**config.mk**
```make
export PLATFORM = sky130hd
export DESIGN_NAME = fp_to_tc_decoder
export DESIGN_NICKNAME = d
export VERILOG_FILES = /design/src/rtl/fp_pkg.sv /design/src/rtl/sm_to_tc.sv /design/src/rtl/fp_to_tc_decoder.sv
export SDC_FILE = /design/constraint.sdc
export NUM_CORES = 1
export LEC_CHECK = 0
export BUFFER_PORTS_ARGS = -buffer_cell sky130_fd_sc_hd__buf_2
export CORE_ASPECT_RATIO = 1.25
export CORE_UTILIZATION = 55
export DETAILED_ROUTE_END_ITERATION = 12
export GPL_ROUTABILITY_DRIVEN = 0
export PLACE_DENSITY = 0.83
export SLEW_MARGIN = 20
export SYNTH_ARGS = -nofsm -noshare
export SYNTH_HDL_FRONTEND = slang
export SYNTH_SLANG_ARGS = --single-unit
export TNS_END_PERCENT = 10
```
**constraint.sdc**
```tcl
create_clock -name clk -period 3.3 [get_ports clk]
set_input_delay 0.66 -clock clk [delete_from_list [all_inputs] [get_ports clk]]
set_output_delay 0.66 -clock clk [all_outputs]
set_load 0.02 [all_outputs]
```
**src/rtl/fp_pkg.sv**
```systemverilog
// Shared widths and state encoding for the lab's compact floating-point format
// (sign, 3-bit exponent, 4-bit significand) and its 12-bit two's-complement form.
package fp_pkg;

  localparam int FP_D_W   = 12;
  localparam int FP_E_W   = 3;
  localparam int FP_F_W   = 4;
  localparam int FP_MAG_W = 11;

  typedef enum logic [1:0] {
    IDLE  = 2'd0,
    SHIFT = 2'd1,
    SIGN  = 2'd2,
    DONE  = 2'd3
  } fp_state_e;

endpackage

```
**src/rtl/sm_to_tc.sv**
```systemverilog
// Sign-magnitude to two's-complement conversion; the magnitude is one bit narrower
// than the result, so the conversion can never overflow and negative zero maps to zero.
module sm_to_tc
  import fp_pkg::*;
(
  input  logic                sign,
  input  logic [FP_MAG_W-1:0] mag,
  output logic [FP_D_W-1:0]   tc
);

  logic [FP_D_W-1:0] mag_ext;

  assign mag_ext = {1'b0, mag};

  always_comb begin
    tc = mag_ext;
    if (sign) begin
      tc = ~mag_ext + {{(FP_D_W-1){1'b0}}, 1'b1};
    end
  end

endmodule

```
**src/rtl/fp_to_tc_decoder.sv**
```systemverilog
// Decodes one compact floating-point word at a time into a 12-bit two's-complement
// integer using a one-bit-per-cycle left shifter, then holds the result until taken.
module fp_to_tc_decoder
  import fp_pkg::*;
(
  input  logic              clk,
  input  logic              rst,
  input  logic              in_valid,
  output logic              in_ready,
  input  logic              S,
  input  logic [FP_E_W-1:0] E,
  input  logic [FP_F_W-1:0] F,
  output logic              out_valid,
  input  logic              out_ready,
  output logic [FP_D_W-1:0] D,
  output logic              busy
);

  fp_state_e           state_q, state_d;
  logic [FP_MAG_W-1:0] mag_q, mag_d;
  logic [FP_E_W-1:0]   cnt_q, cnt_d;
  logic                s_q, s_d;
  logic [FP_D_W-1:0]   d_q, d_d;
  logic [FP_D_W-1:0]   tc;

  sm_to_tc u_sm_to_tc (
    .sign (s_q),
    .mag  (mag_q),
    .tc   (tc)
  );

  always_ff @(posedge clk or posedge rst) begin
    if (rst) begin
      state_q <= IDLE;
      mag_q   <= '0;
      cnt_q   <= '0;
      s_q     <= 1'b0;
      d_q     <= '0;
    end else begin
      state_q <= state_d;
      mag_q   <= mag_d;
      cnt_q   <= cnt_d;
      s_q     <= s_d;
      d_q     <= d_d;
    end
  end

  // The exponent counts remaining shifts; the SHIFT cycle that sees zero is the hand-off to SIGN.
  always_comb begin
    state_d = state_q;
    mag_d   = mag_q;
    cnt_d   = cnt_q;
    s_d     = s_q;
    d_d     = d_q;
    unique case (state_q)
      IDLE: begin
        if (in_valid) begin
          s_d     = S;
          cnt_d   = E;
          mag_d   = {{(FP_MAG_W-FP_F_W){1'b0}}, F};
          state_d = SHIFT;
        end
      end
      SHIFT: begin
        if (cnt_q == '0) begin
          state_d = SIGN;
        end else begin
          mag_d = mag_q << 1;
          cnt_d = cnt_q - {{(FP_E_W-1){1'b0}}, 1'b1};
        end
      end
      SIGN: begin
        d_d     = tc;
        state_d = DONE;
      end
      DONE: begin
        if (out_ready) begin
          state_d = IDLE;
        end
      end
      default: state_d = IDLE;
    endcase
  end

  always_comb begin
    in_ready  = (state_q == IDLE);
    out_valid = (state_q == DONE);
    busy      = (state_q != IDLE);
  end

  assign D = d_q;

endmodule

```
Word-level counts from Yosys, hierarchy flattened

Index checks and enable logic that the tools add are counted.

Multiplexer cells: 11
Bitwise gates (word level): 1
Reduce and logical (&&, ||, !) cells: 7
Add/sub/neg operators: 2
Equal/unequal tests: 7

Operator list:

| kind                                                   | number |
|---|---|
| 2-to-1 mux 11 bit                                      | 2 |
| case mux 11 bit (2 select lines)                       | 1 |
| adder 12 x 1 -> 12 bit (second input constant)         | 1 |
| 2-to-1 mux 12 bit                                      | 1 |
| NOT 11 -> 12 bit                                       | 1 |
| case mux 2 bit (4 select lines)                        | 1 |
| 2-to-1 mux 2 bit                                       | 3 |
| 2-to-1 mux 3 bit                                       | 2 |
| inequality test 2 bit (second input constant)          | 3 |
| case mux 3 bit (2 select lines)                        | 1 |
| AND reduction 3 bit                                    | 2 |
| == test 2 bit (second input constant)                  | 2 |
| nonzero test 2 bit                                     | 2 |
| zero test 3 bit                                        | 1 |
| subtractor 3 x 1 -> 3 bit (second input constant)      | 1 |
| == test 2 x 1 -> 1 bit (second input constant)         | 1 |
| zero test 2 bit                                        | 1 |
| inequality test 2 x 1 -> 1 bit (second input constant) | 1 |
| AND reduction 2 bit                                    | 1 |

Logic and storage cells: 33
Input port bits: 12
Register bits: 29

Logic depth before layout (Yosys ltp)

Gate-level depths: netlist (run 1).

Depth after elaboration: 3
Gate-level depth with buffers: 7
Depth with buffers taken out: 6

Hierarchy

From an unflattened synthesis (run 1), not the netlist that was laid out.

Cell total of the unflattened synthesis: 146
Area total of the unflattened synthesis: 1,657.8 µm²

By module, submodules not included:

| module           | cells each | area an instance (µm²) | instances |
|---|---|---|---|
| fp_to_tc_decoder | 111        | 1,392.6                | 1 |
| sm_to_tc         | 35         | 265.3                  | 1 |

Worst setup path after synthesis (run 1)

Ideal clock, no wire load.

Path kind: flip-flop to flip-flop
Start point: register state_q[0]
End point: register mag_q[2]
Stages on the path, launching flop included: 6
Data arrival time: 1.648 ns
Path slack: 1.527 ns
Required time: 3.175 ns
Setup time: 0.125 ns
Path buffers: 0
Clock period less this slack: 1.773 ns
Path through: dfrtp_1 -> inv_1 -> ha_1 -> nor2b_1 -> a211oi_4 -> mux2_2

Cells in the longest elaborated chain, start to end: 3
Elaborated cells between the ends (all ways): 7

Ends and longest elaborated chain:

| item                                                                         | RTL line               | source |
|---|---|---|
| from (decl)                                                                  | fp_to_tc_decoder.sv:19 | `fp_state_e state_q, state_d;` |
| from (signal assigned)                                                       | fp_to_tc_decoder.sv:40 | `state_q <= state_d;` |
| zero test 2 bit (*)                                                          | --                     |  |
| net in_ready                                                                 | fp_to_tc_decoder.sv:9  | `output logic in_ready,` |
| inequality test 2 bit (no source line) or nonzero test 2 bit (tied branches) | --                     |  |
| AND reduction 3 bit (no source line)                                         | --                     |  |
| to (signal assigned)                                                         | fp_to_tc_decoder.sv:41 | `mag_q <= mag_d;` |
| to (decl)                                                                    | fp_to_tc_decoder.sv:20 | `logic [FP_MAG_W-1:0] mag_q, mag_d;` |

The timed path passes the listed nets; every way through them passes the cells marked *.
A chain may end at the register's enable or synchronous reset.

Worst setup path after layout (run 1)

Start point: register state_q[1]
End point: register mag_q[10]

Cells in the longest elaborated chain, start to end: 3
Elaborated cells between the ends (all ways): 7

Ends and longest elaborated chain:

| item                                                                         | RTL line               | source |
|---|---|---|
| == test 2 x 1 -> 1 bit or zero test 2 bit (tied branches)                    | fp_to_tc_decoder.sv:55 | `unique case (state_q)` |
| inequality test 2 bit (no source line) or nonzero test 2 bit (tied branches) | --                     |  |
| AND reduction 3 bit (no source line)                                         | --                     |  |

Several ways; a longest one is shown, not always the timed one.

==> results of run 1 <==
==> per-stage QoR <==
stage                     setup slack, ns  hold slack [ns]
after floorplan                      1.53            0.489
after global placement               1.18            0.459
after detailed placement             1.03            0.491
after CTS                            1.01            0.513
after global routing                0.834            0.427
final                                1.04            0.377
==> flip-flops by register name, indices dropped and copies added (netlist names) <==
name	cells
cnt_q	3
s_q	1
D	12
state_q	2
mag_q	11
==> cells in the final DEF (no fill, tap or decap), types with 5 or more instances in the layout <==
master | synthesis | final
mux2_2 | 7 | 7
nand3_1 | 5 | 5
nand2_1 | 12 | 12
buf_2 | 3 | 26
mux2i_1 | 15 | 15
inv_1 | 22 | 21
dfrtp_1 | 29 | 29
clkbuf_4 | 0 | 5
nand4_1 | 5 | 5
nor2_1 | 9 | 9
ha_1 | 8 | 8
==> power groups by stage <==
stage          combinational, mW  sequential [mW]  clock, mW
2_1_floorplan              0.821            0.665          0
3_3_place_gp               0.995            0.629          0
3_5_place_dp                1.04            0.640          0
4_1_cts                     1.04            0.635      0.227
5_1_grt                     1.14            0.655      0.237
6_report                    1.03            0.634      0.218
==> worst register-to-register path: stages (launching register included) <==
cell and delay (ns):
dfrtp_1 0.42, inv_1 0.11, ha_1 0.63, nor2_1 0.16, a211oi_4 0.37, buf_4 0.27
mux2i_1 0.22
==> final cells by class <==
cell class                 count  area (um2)  share of cell area (%)
inverter                      22        82.6                    4.36
tap                           36        45.0                    2.38
sequential                    29         726                    38.3
multi-input combinational    107         850                    44.8
clock inverter                 3        17.5                   0.924
timing repair buffer          27         138                    7.26
clock buffer                   5        37.5                    1.98
==> routing by layer <==
layer,global-route usage (%),vias up
met4,9.12,0
met3,7.04,8
met5,0,-
met2,38.6,28
li1,-,633
met1,23.8,611
==> cell families after synthesis <==
| family | after synthesis | synth area share (%) |
|---|---|---|
| multiplexers | 22 | 13.3 |
| flip-flops | 29 | 42.1 |
| AO/OA/AOI/OAI | 27 | 12.4 |
| adder cells (fa/ha/maj) | 8 | 5.80 |
| XOR/XNOR | 2 | 1.02 |
| AND/OR/NAND/NOR | 48 | 16.8 |
| buffers and inverters | 31 | 8.70 |
==> how the worst min path moves through the flow <==
stage,start,to,slack [ns]
5_1_grt,rst,mag_q[4]$_DFFE_PP0P_,0.43
4_1_cts,D[11]$_DFFE_PP0P_,D[11]$_DFFE_PP0P_,0.51
6_report,rst,s_q$_DFFE_PP0P_,0.38
3_3_place_gp,D[11]$_DFFE_PP0P_,D[11]$_DFFE_PP0P_,0.46
3_5_place_dp,D[11]$_DFFE_PP0P_,D[11]$_DFFE_PP0P_,0.49
2_1_floorplan,cnt_q[1]$_DFFE_PP0P_,cnt_q[1]$_DFFE_PP0P_,0.49
==> impl_metrics.env, run 1 <==
export IMPL_outcome="completed"
export IMPL_synth_seq_cells=29
export IMPL_min_path_type="in2async"
export IMPL_rsz0062_at_grt="false"
export IMPL_crit_start="state_q[1]$_DFFE_PP0P_"
export IMPL_crit_path_end_kind="flip-flop"
export IMPL_diodes=0
export IMPL_grt_usage_pct=22.1
export IMPL_vias=1280
export IMPL_cpPeakStageDelay_ns=0.63
export IMPL_min_period_over_period_pct=68.6
export IMPL_clkPwrFrac_pct=11.6
export IMPL_switching_share_pct=45.2
export IMPL_power_frac_seq_pct=33.7
export IMPL_worstReg2RegStart="state_q[1]$_DFFE_PP0P_"
export IMPL_clkSinkCount=29
export IMPL_slew_violations=0
export IMPL_synth_edf_count=0
export IMPL_grt_overflow_total=0
export IMPL_cts_made_buffers=5
export IMPL_cts_max_level=2
export IMPL_finalPower_mw=1.88
export IMPL_setup_viol=0
export IMPL_fmaxAchievable_mhz=442
export IMPL_yosys_area_top_type="dfrtp_1"
export IMPL_final_cells=229
export IMPL_crit_family="adder cells"
export IMPL_synthCells=167
export IMPL_synth_warnings=0
export IMPL_synthesis_nets=187
export IMPL_ys_top_cells_by_area="dfrtp_1, mux2i_1, ha_1"
export IMPL_routed_via_density=5.59
export IMPL_max_cap_violations=0
export IMPL_nNetsFinal=212
export IMPL_crit_chain="inv_1, ha_1, nor2_1, a211oi_4, buf_4, mux2i_1"
export IMPL_grt_pass1_wl_um=5350
export IMPL_wire_per_inst_um=13.9
export IMPL_io_pins=27
export IMPL_wl_met1_um=1320
export IMPL_core_um2=2970
export IMPL_area_delta_synth_final_pct=9.86
export IMPL_clk_pin_slew_ns=0.10
export IMPL_post_route_drc_count=0
export IMPL_synth_seq_area_share_pct=42.1
export IMPL_dpl_hpwl_um=2320
export IMPL_irDropWorstVdd_uv=682
export IMPL_drive_above_1_share_pct=24.9
export IMPL_postRouteAntennaNets=0
export IMPL_power_density_nw_per_um2=994
export IMPL_power_leakage_nw=0.896
export IMPL_grt_max_degree=30
export IMPL_antenna_found_initial=0
export IMPL_finalHoldViolCount=0
export IMPL_synth_distinct_cells=45
export IMPL_worst_pin_slew_ns=0.810
export IMPL_r2r_slack_ns=1.04
export IMPL_crit_end="mag_q[10]$_DFFE_PP0P_"
export IMPL_holdBufCountCts=0
export IMPL_fp_dieW_um=52.1
export IMPL_crit_path_start_kind="flip-flop"
export IMPL_cts_tree="built"
export IMPL_synth_area_per_cell_um2=10.3
export IMPL_clockRootBuffer="clkbuf_4"
export IMPL_p_sw_mw=0.851
export IMPL_worst_path_max_delay_cell="ha_1"
export IMPL_finClkSkew_ns=0.00650
export IMPL_r2r_end="mag_q[10]$_DFFE_PP0P_"
export IMPL_ys_async_sr_fraction_pct=100
export IMPL_crit_fanout=19
export IMPL_drt_initial_drc_count=21
export IMPL_place_inst=221
export IMPL_synth_most_common_cell="dfrtp_1"
export IMPL_critPathKind="reg2reg"
export IMPL_p_comb_share_pct=54.8
export IMPL_arrival_ns=2.53
export IMPL_grt_pass1_vias=1233
export IMPL_post_route_min_period_ns=2.26
export IMPL_highest_layer="met4"
export IMPL_final_area_um2=1900
export IMPL_met2_length_um=1690
export IMPL_die_y_um=64.6
export IMPL_dieArea_um2=3370
export IMPL_synth_top_cell_area_share_pct=42.1
export IMPL_io_buffers=26
export IMPL_initial_core_util_pct=58.0
export IMPL_yosys_top_cells_count="dfrtp_1, inv_1, mux2i_1"
export IMPL_post_cts_resize_count=0
export IMPL_placed_area_um2=1840
export IMPL_intPower_mw=1.03
export IMPL_required_ns=3.56
export IMPL_rows=22
export IMPL_worst_path_stages=6
export IMPL_fill_cells=258
export IMPL_wl_um=3190
export IMPL_worstSkewPairLatency_ns=0.34
export IMPL_clock_path_buffers=2
export IMPL_netlist_area_um2=1730
export IMPL_reg2regPathDepth=6
export IMPL_fin_util_pct=63.8
export IMPL_post_cts_setup_buffers=0
export IMPL_setup_tns_ns=0
export IMPL_wl_met3_um=125
export IMPL_relSlewSlack_pct=46.0
export IMPL_synth_flop_cell="dfrtp_1"
export IMPL_cp_num_buf_inv=2
export IMPL_drt_pass1_iter_count=4
Power figures use the tool's default switching activity.
==> run 2: changes to the inputs <==
- clock period: 3.3 -> 2.4 ns (I/O delays scaled with it)
==> run 2 against run 1 <==
Effect of this change: sequential power increased by 38%; clock skew is 0.0011 ns higher; critical path depth unchanged; cell count rose by 1.3%; via count increased by 2.3%; register-to-register slack lost 0.61 ns; largest power group unchanged.
==> impl_metrics.env, run 2 (same netlist as run 1, synthesis figures left out) <==
export IMPL_outcome="completed"
export IMPL_crit_path_end_kind="flip-flop"
export IMPL_clock_path_buffers=2
export IMPL_vias=1310
export IMPL_irDropWorstVdd_uv=888
export IMPL_power_density_nw_per_um2=1410
export IMPL_slew_violations=0
export IMPL_final_cells=232
export IMPL_grt_overflow_total=0
export IMPL_post_route_min_period_ns=1.97
export IMPL_grt_usage_pct=23.2
export IMPL_relSlewSlack_pct=69.9
export IMPL_place_inst=224
export IMPL_io_pins=27
export IMPL_crit_path_start_kind="flip-flop"
export IMPL_post_cts_setup_buffers=0
export IMPL_worstSkewPairLatency_ns=0.33
export IMPL_wl_um=3220
export IMPL_met2_length_um=1690
export IMPL_hold_slack_ns=0.197
export IMPL_dpl_hpwl_um=2460
export IMPL_rows=22
export IMPL_clkSinkCount=29
export IMPL_wl_met3_um=122
export IMPL_dieArea_um2=3370
export IMPL_grt_max_degree=30
export IMPL_setup_viol=0
export IMPL_clockRootBuffer="clkbuf_4"
export IMPL_area_delta_synth_final_pct=12.9
export IMPL_final_common_cell="dfrtp_1"
export IMPL_diodes=0
export IMPL_cts_made_buffers=5
export IMPL_max_cap_violations=0
export IMPL_crit_fanout=10
export IMPL_largest_register_ffs=12
export IMPL_post_route_drc_count=0
export IMPL_routed_via_density=5.65
export IMPL_rsz0062_at_grt="false"
export IMPL_initial_core_util_pct=58.0
export IMPL_min_path_type="in2async"
export IMPL_cts_tree="built"
export IMPL_drt_pass1_iter_count=4
export IMPL_arrival_ns=2.22
export IMPL_wire_per_inst_um=13.9
export IMPL_grt_pass1_vias=1345
export IMPL_multi_input_area_um2=850
export IMPL_critPathKind="reg2reg"
export IMPL_required_ns=2.65
export IMPL_die_y_um=64.6
export IMPL_wl_met1_um=1310
export IMPL_highest_layer="met4"
export IMPL_final_cell_mix="dfrtp_1, buf_2, inv_1, mux2i_1, nand2_1"
export IMPL_ff_latch_area_um2=726
export IMPL_fp_dieW_um=52.1
export IMPL_clk_pin_slew_ns=0.10
export IMPL_post_cts_resize_count=0
export IMPL_finClkSkew_ns=0.00763
export IMPL_io_buffers=26
export IMPL_setup_tns_ns=0
export IMPL_cts_max_level=2
export IMPL_drive_above_1_share_pct=25.0
export IMPL_power_leakage_nw=0.927
export IMPL_holdBufCountCts=0
export IMPL_core_um2=2970
export IMPL_postRouteAntennaNets=0
export IMPL_finalHoldViolCount=0
export IMPL_fill_cells=258
export IMPL_antenna_found_initial=0
export IMPL_finalPower_mw=2.75
export IMPL_min_period_over_period_pct=82.1
export IMPL_nNetsFinal=215
export IMPL_drt_initial_drc_count=27
export IMPL_grt_pass1_wl_um=5700
export IMPL_worst_pin_slew_ns=0.450
export IMPL_fmaxAchievable_mhz=508
==> run 2: routing by layer <==
layer,GRT usage [%],vias up
met2,40.2,42
li1,-,641
met5,0,-
met4,11.8,0
met3,6.10,13
met1,25.0,614
==> run 2: final cells by class <==
type / count / share of cell area, %
Clock inverter: 1 / 1.54
Clock buffer: 7 / 2.83
Tap cell: 36 / 2.31
Inverter: 22 / 4.24
Multi-Input combinational cell: 107 / 43.6
Sequential cell: 29 / 37.3
Timing Repair Buffer: 30 / 8.22
==> run 2: report_power, final <==
group | switching [mW] | internal, mW
Clock | 0.173 | 0.249
Combinational | 0.803 | 0.649
Sequential | 0.191 | 0.682
==> run 2: worst paths after layout <==
check / startpoint / endpoint / slack, ns / cells after the start
setup reg to reg: state_q[1]$_DFFE_PP0P_ / mag_q[8]$_DFFE_PP0P_ / 0.43 / 6
hold / removal: rst / D[6]$_DFFE_PP0P_ / 0.20 / 3
hold reg to reg: D[11]$_DFFE_PP0P_ / D[11]$_DFFE_PP0P_ / 0.50 / 1
min in group clk: S / s_q$_DFFE_PP0P_ / 0.38 / 2
max in group asynchronous: rst / mag_q[8]$_DFFE_PP0P_ / 1.93 / 3
setup / recovery: state_q[1]$_DFFE_PP0P_ / mag_q[8]$_DFFE_PP0P_ / 0.43 / 6
==> run 2: worst max-delay path: stages, from the launching register on <==
cell and delay (ns):
dfrtp_1 0.42, inv_1 0.11, ha_1 0.39, nor2_1 0.12, a211oi_4 0.37, buf_4 0.27
mux2i_1 0.21
==> run 2: through the flow <==
stage	utilization [%]	instance area, um2	setup slack (ns)
after detailed placement	62.7	1860	0.401
after global placement	62.7	1860	0.553
final	65.5	1950	0.430
after global routing	65.5	1950	0.243
after CTS	65.5	1950	0.398
after floorplan	-	1730	0.627
==> run 3: changes to the inputs <==
- clock period: 2.4 -> 1.95 ns (I/O delays scaled with it)
==> run 3 against run 2 <==
Effect of this change: first-iteration DRC count up 56%; critical endpoint is now mag_q[2]$_DFFE_PP0P_; count of clock-buffer cells in the layout unchanged; register-to-register slack worse by 0.31 ns.
==> impl_metrics.env, run 3 (same netlist as run 1, synthesis figures left out) <==
export IMPL_antenna_found_initial=0
export IMPL_arrival_ns=2.05
export IMPL_finalHoldViolCount=0
export IMPL_final_common_cell="dfrtp_1"
export IMPL_io_pins=27
export IMPL_clkPwrFrac_pct=11.5
export IMPL_vias=1325
export IMPL_die_y_um=64.6
export IMPL_clockRootBuffer="clkbuf_4"
export IMPL_worst_pin_slew_ns=0.450
export IMPL_clkSinkCount=29
export IMPL_drive_above_1_share_pct=25.4
export IMPL_finClkSkew_ns=0.00835
export IMPL_final_area_um2=1940
export IMPL_routed_via_density=5.69
export IMPL_irDropWorstVdd_uv=1320
export IMPL_slew_violations=0
export IMPL_clk_pin_slew_ns=0.09
export IMPL_setup_ws_ns=0.124
export IMPL_grt_overflow_total=0
export IMPL_cts_max_level=2
export IMPL_finalPower_mw=3.32
export IMPL_power_leakage_nw=0.924
export IMPL_cts_tree="built"
export IMPL_fmaxAchievable_mhz=548
export IMPL_clock_path_buffers=2
export IMPL_diodes=0
export IMPL_p_sw_mw=1.47
export IMPL_postRouteAntennaNets=0
export IMPL_p_comb_share_pct=56.0
export IMPL_r2r_slack_ns=0.12
export IMPL_final_cell_mix="dfrtp_1, buf_2, inv_1, mux2i_1, nand2_1"
export IMPL_rsz0062_at_grt="false"
export IMPL_r2r_end="mag_q[2]$_DFFE_PP0P_"
export IMPL_core_um2=2970
export IMPL_min_period_over_period_pct=93.7
export IMPL_largest_register_ffs=12
export IMPL_post_route_drc_count=0
export IMPL_dieArea_um2=3370
export IMPL_worstReg2RegStart="state_q[0]$_DFFE_PP0P_"
export IMPL_critPathKind="reg2reg"
export IMPL_crit_path_end_kind="flip-flop"
export IMPL_fill_cells=244
export IMPL_nNetsFinal=217
export IMPL_post_route_min_period_ns=1.83
export IMPL_crit_path_start_kind="flip-flop"
export IMPL_wl_um=3480
export IMPL_cts_made_buffers=5
export IMPL_pre_cts_slack_ns=0.124
export IMPL_required_ns=2.18
export IMPL_drt_initial_drc_count=42
export IMPL_worstSkewPairLatency_ns=0.33
export IMPL_grt_pass1_wl_um=5900
export IMPL_intPower_mw=1.85
export IMPL_grt_max_degree=30
export IMPL_grt_pass1_vias=1324
export IMPL_max_cap_violations=0
export IMPL_rows=22
export IMPL_grt_usage_pct=24.2
export IMPL_initial_core_util_pct=58.0
export IMPL_setup_tns_ns=0
export IMPL_wire_per_inst_um=14.9
export IMPL_switching_share_pct=44.4
export IMPL_setup_viol=0
export IMPL_crit_fanout=6
export IMPL_io_buffers=26
export IMPL_dpl_hpwl_um=2520
export IMPL_min_path_type="in2async"
export IMPL_drt_pass1_iter_count=4
export IMPL_fp_dieW_um=52.1
export IMPL_reg2regPathDepth=5
export IMPL_outcome="completed"
export IMPL_power_density_nw_per_um2=1710
export IMPL_power_frac_seq_pct=32.5
export IMPL_placed_area_um2=1880
export IMPL_relSlewSlack_pct=69.7
export IMPL_holdBufCountCts=0
export IMPL_area_delta_synth_final_pct=12.3
-- run 3: changes by cell type in the layout (fill, tap and decap cells not counted) --
cell / before / now
buf_4: 4 / 5
bufinv_16: 1 / 0
buf_6: 0 / 1
-- run 3: layout make-up --
| type | instances | area (um2) | area share, % |
|---|---|---|---|
| sequential | 29 | 726 | 37.5 |
| multi-input combinational | 107 | 850 | 43.9 |
| tap | 36 | 45.0 | 2.33 |
| clock buffer | 7 | 55.1 | 2.84 |
| timing repair buffer | 32 | 179 | 9.24 |
| inverter | 22 | 82.6 | 4.26 |
-- run 3: what timing repair did --
action / CTS / global route
gates resized for setup: 0 / 1
setup endpoints to repair: 0 / 6
setup buffers: 0 / 0
-- run 3: per-layer routing --
| layer | vias to the layer above | global-route usage, % | part of all wire [%] |
|---|---|---|---|
| met2 | 40 | 42.9 | 55 |
| met3 | 8 | 5.16 | 4.0 |
| li1 | 639 | - | - |
| met4 | 0 | 12.2 | 2.1 |
| met5 | - | 0 | 0 |
| met1 | 638 | 26.1 | 39 |
-- run 3: per-stage QoR --
| stage | cells | hold slack, ns | util (%) |
|---|---|---|---|
| 2_1_floorplan | 167 | 0.468 | - |
| 3_3_place_gp | 226 | 0.460 | 63.2 |
| 3_5_place_dp | 226 | 0.482 | 63.2 |
| 4_1_cts | 233 | 0.120 | 65.0 |
| 5_1_grt | 233 | 0.165 | 65.2 |
| 6_report | 233 | 0.107 | 65.2 |
-- run 3: worst max-delay path by stage --
| stage | from | end | slack [ns] | cells after the start |
|---|---|---|---|---|
| after floorplan | state_q[0]$_DFFE_PP0P_ | mag_q[2]$_DFFE_PP0P_ | 0.18 | 5 |
| after global placement | state_q[0]$_DFFE_PP0P_ | mag_q[10]$_DFFE_PP0P_ | 0.25 | 6 |
| after detailed placement | state_q[0]$_DFFE_PP0P_ | mag_q[5]$_DFFE_PP0P_ | 0.12 | 6 |
| after CTS | state_q[0]$_DFFE_PP0P_ | mag_q[5]$_DFFE_PP0P_ | 0.09 | 6 |
| after global routing | state_q[0]$_DFFE_PP0P_ | cnt_q[0]$_DFFE_PP0P_ | 0.03 | 6 |
| final | state_q[0]$_DFFE_PP0P_ | mag_q[2]$_DFFE_PP0P_ | 0.12 | 5 |
-- run 3: power groups by stage --
stage               Sequential, mW  Clock [mW]  Combinational (mW)
floorplan                     1.13           0                1.39
global placement              1.07           0                1.76
detailed placement            1.09           0                1.84
CTS                           1.08       0.389                1.86
global route                  1.11       0.409                2.05
finish                        1.08       0.380                1.86
-- run 3: critical path, stage by stage (launching register included) --
cell and delay [ns]:
dfrtp_1 0.40, inv_1 0.10, ha_1 0.29, nor2b_1 0.22, a211oi_4 0.33, mux2_2 0.38
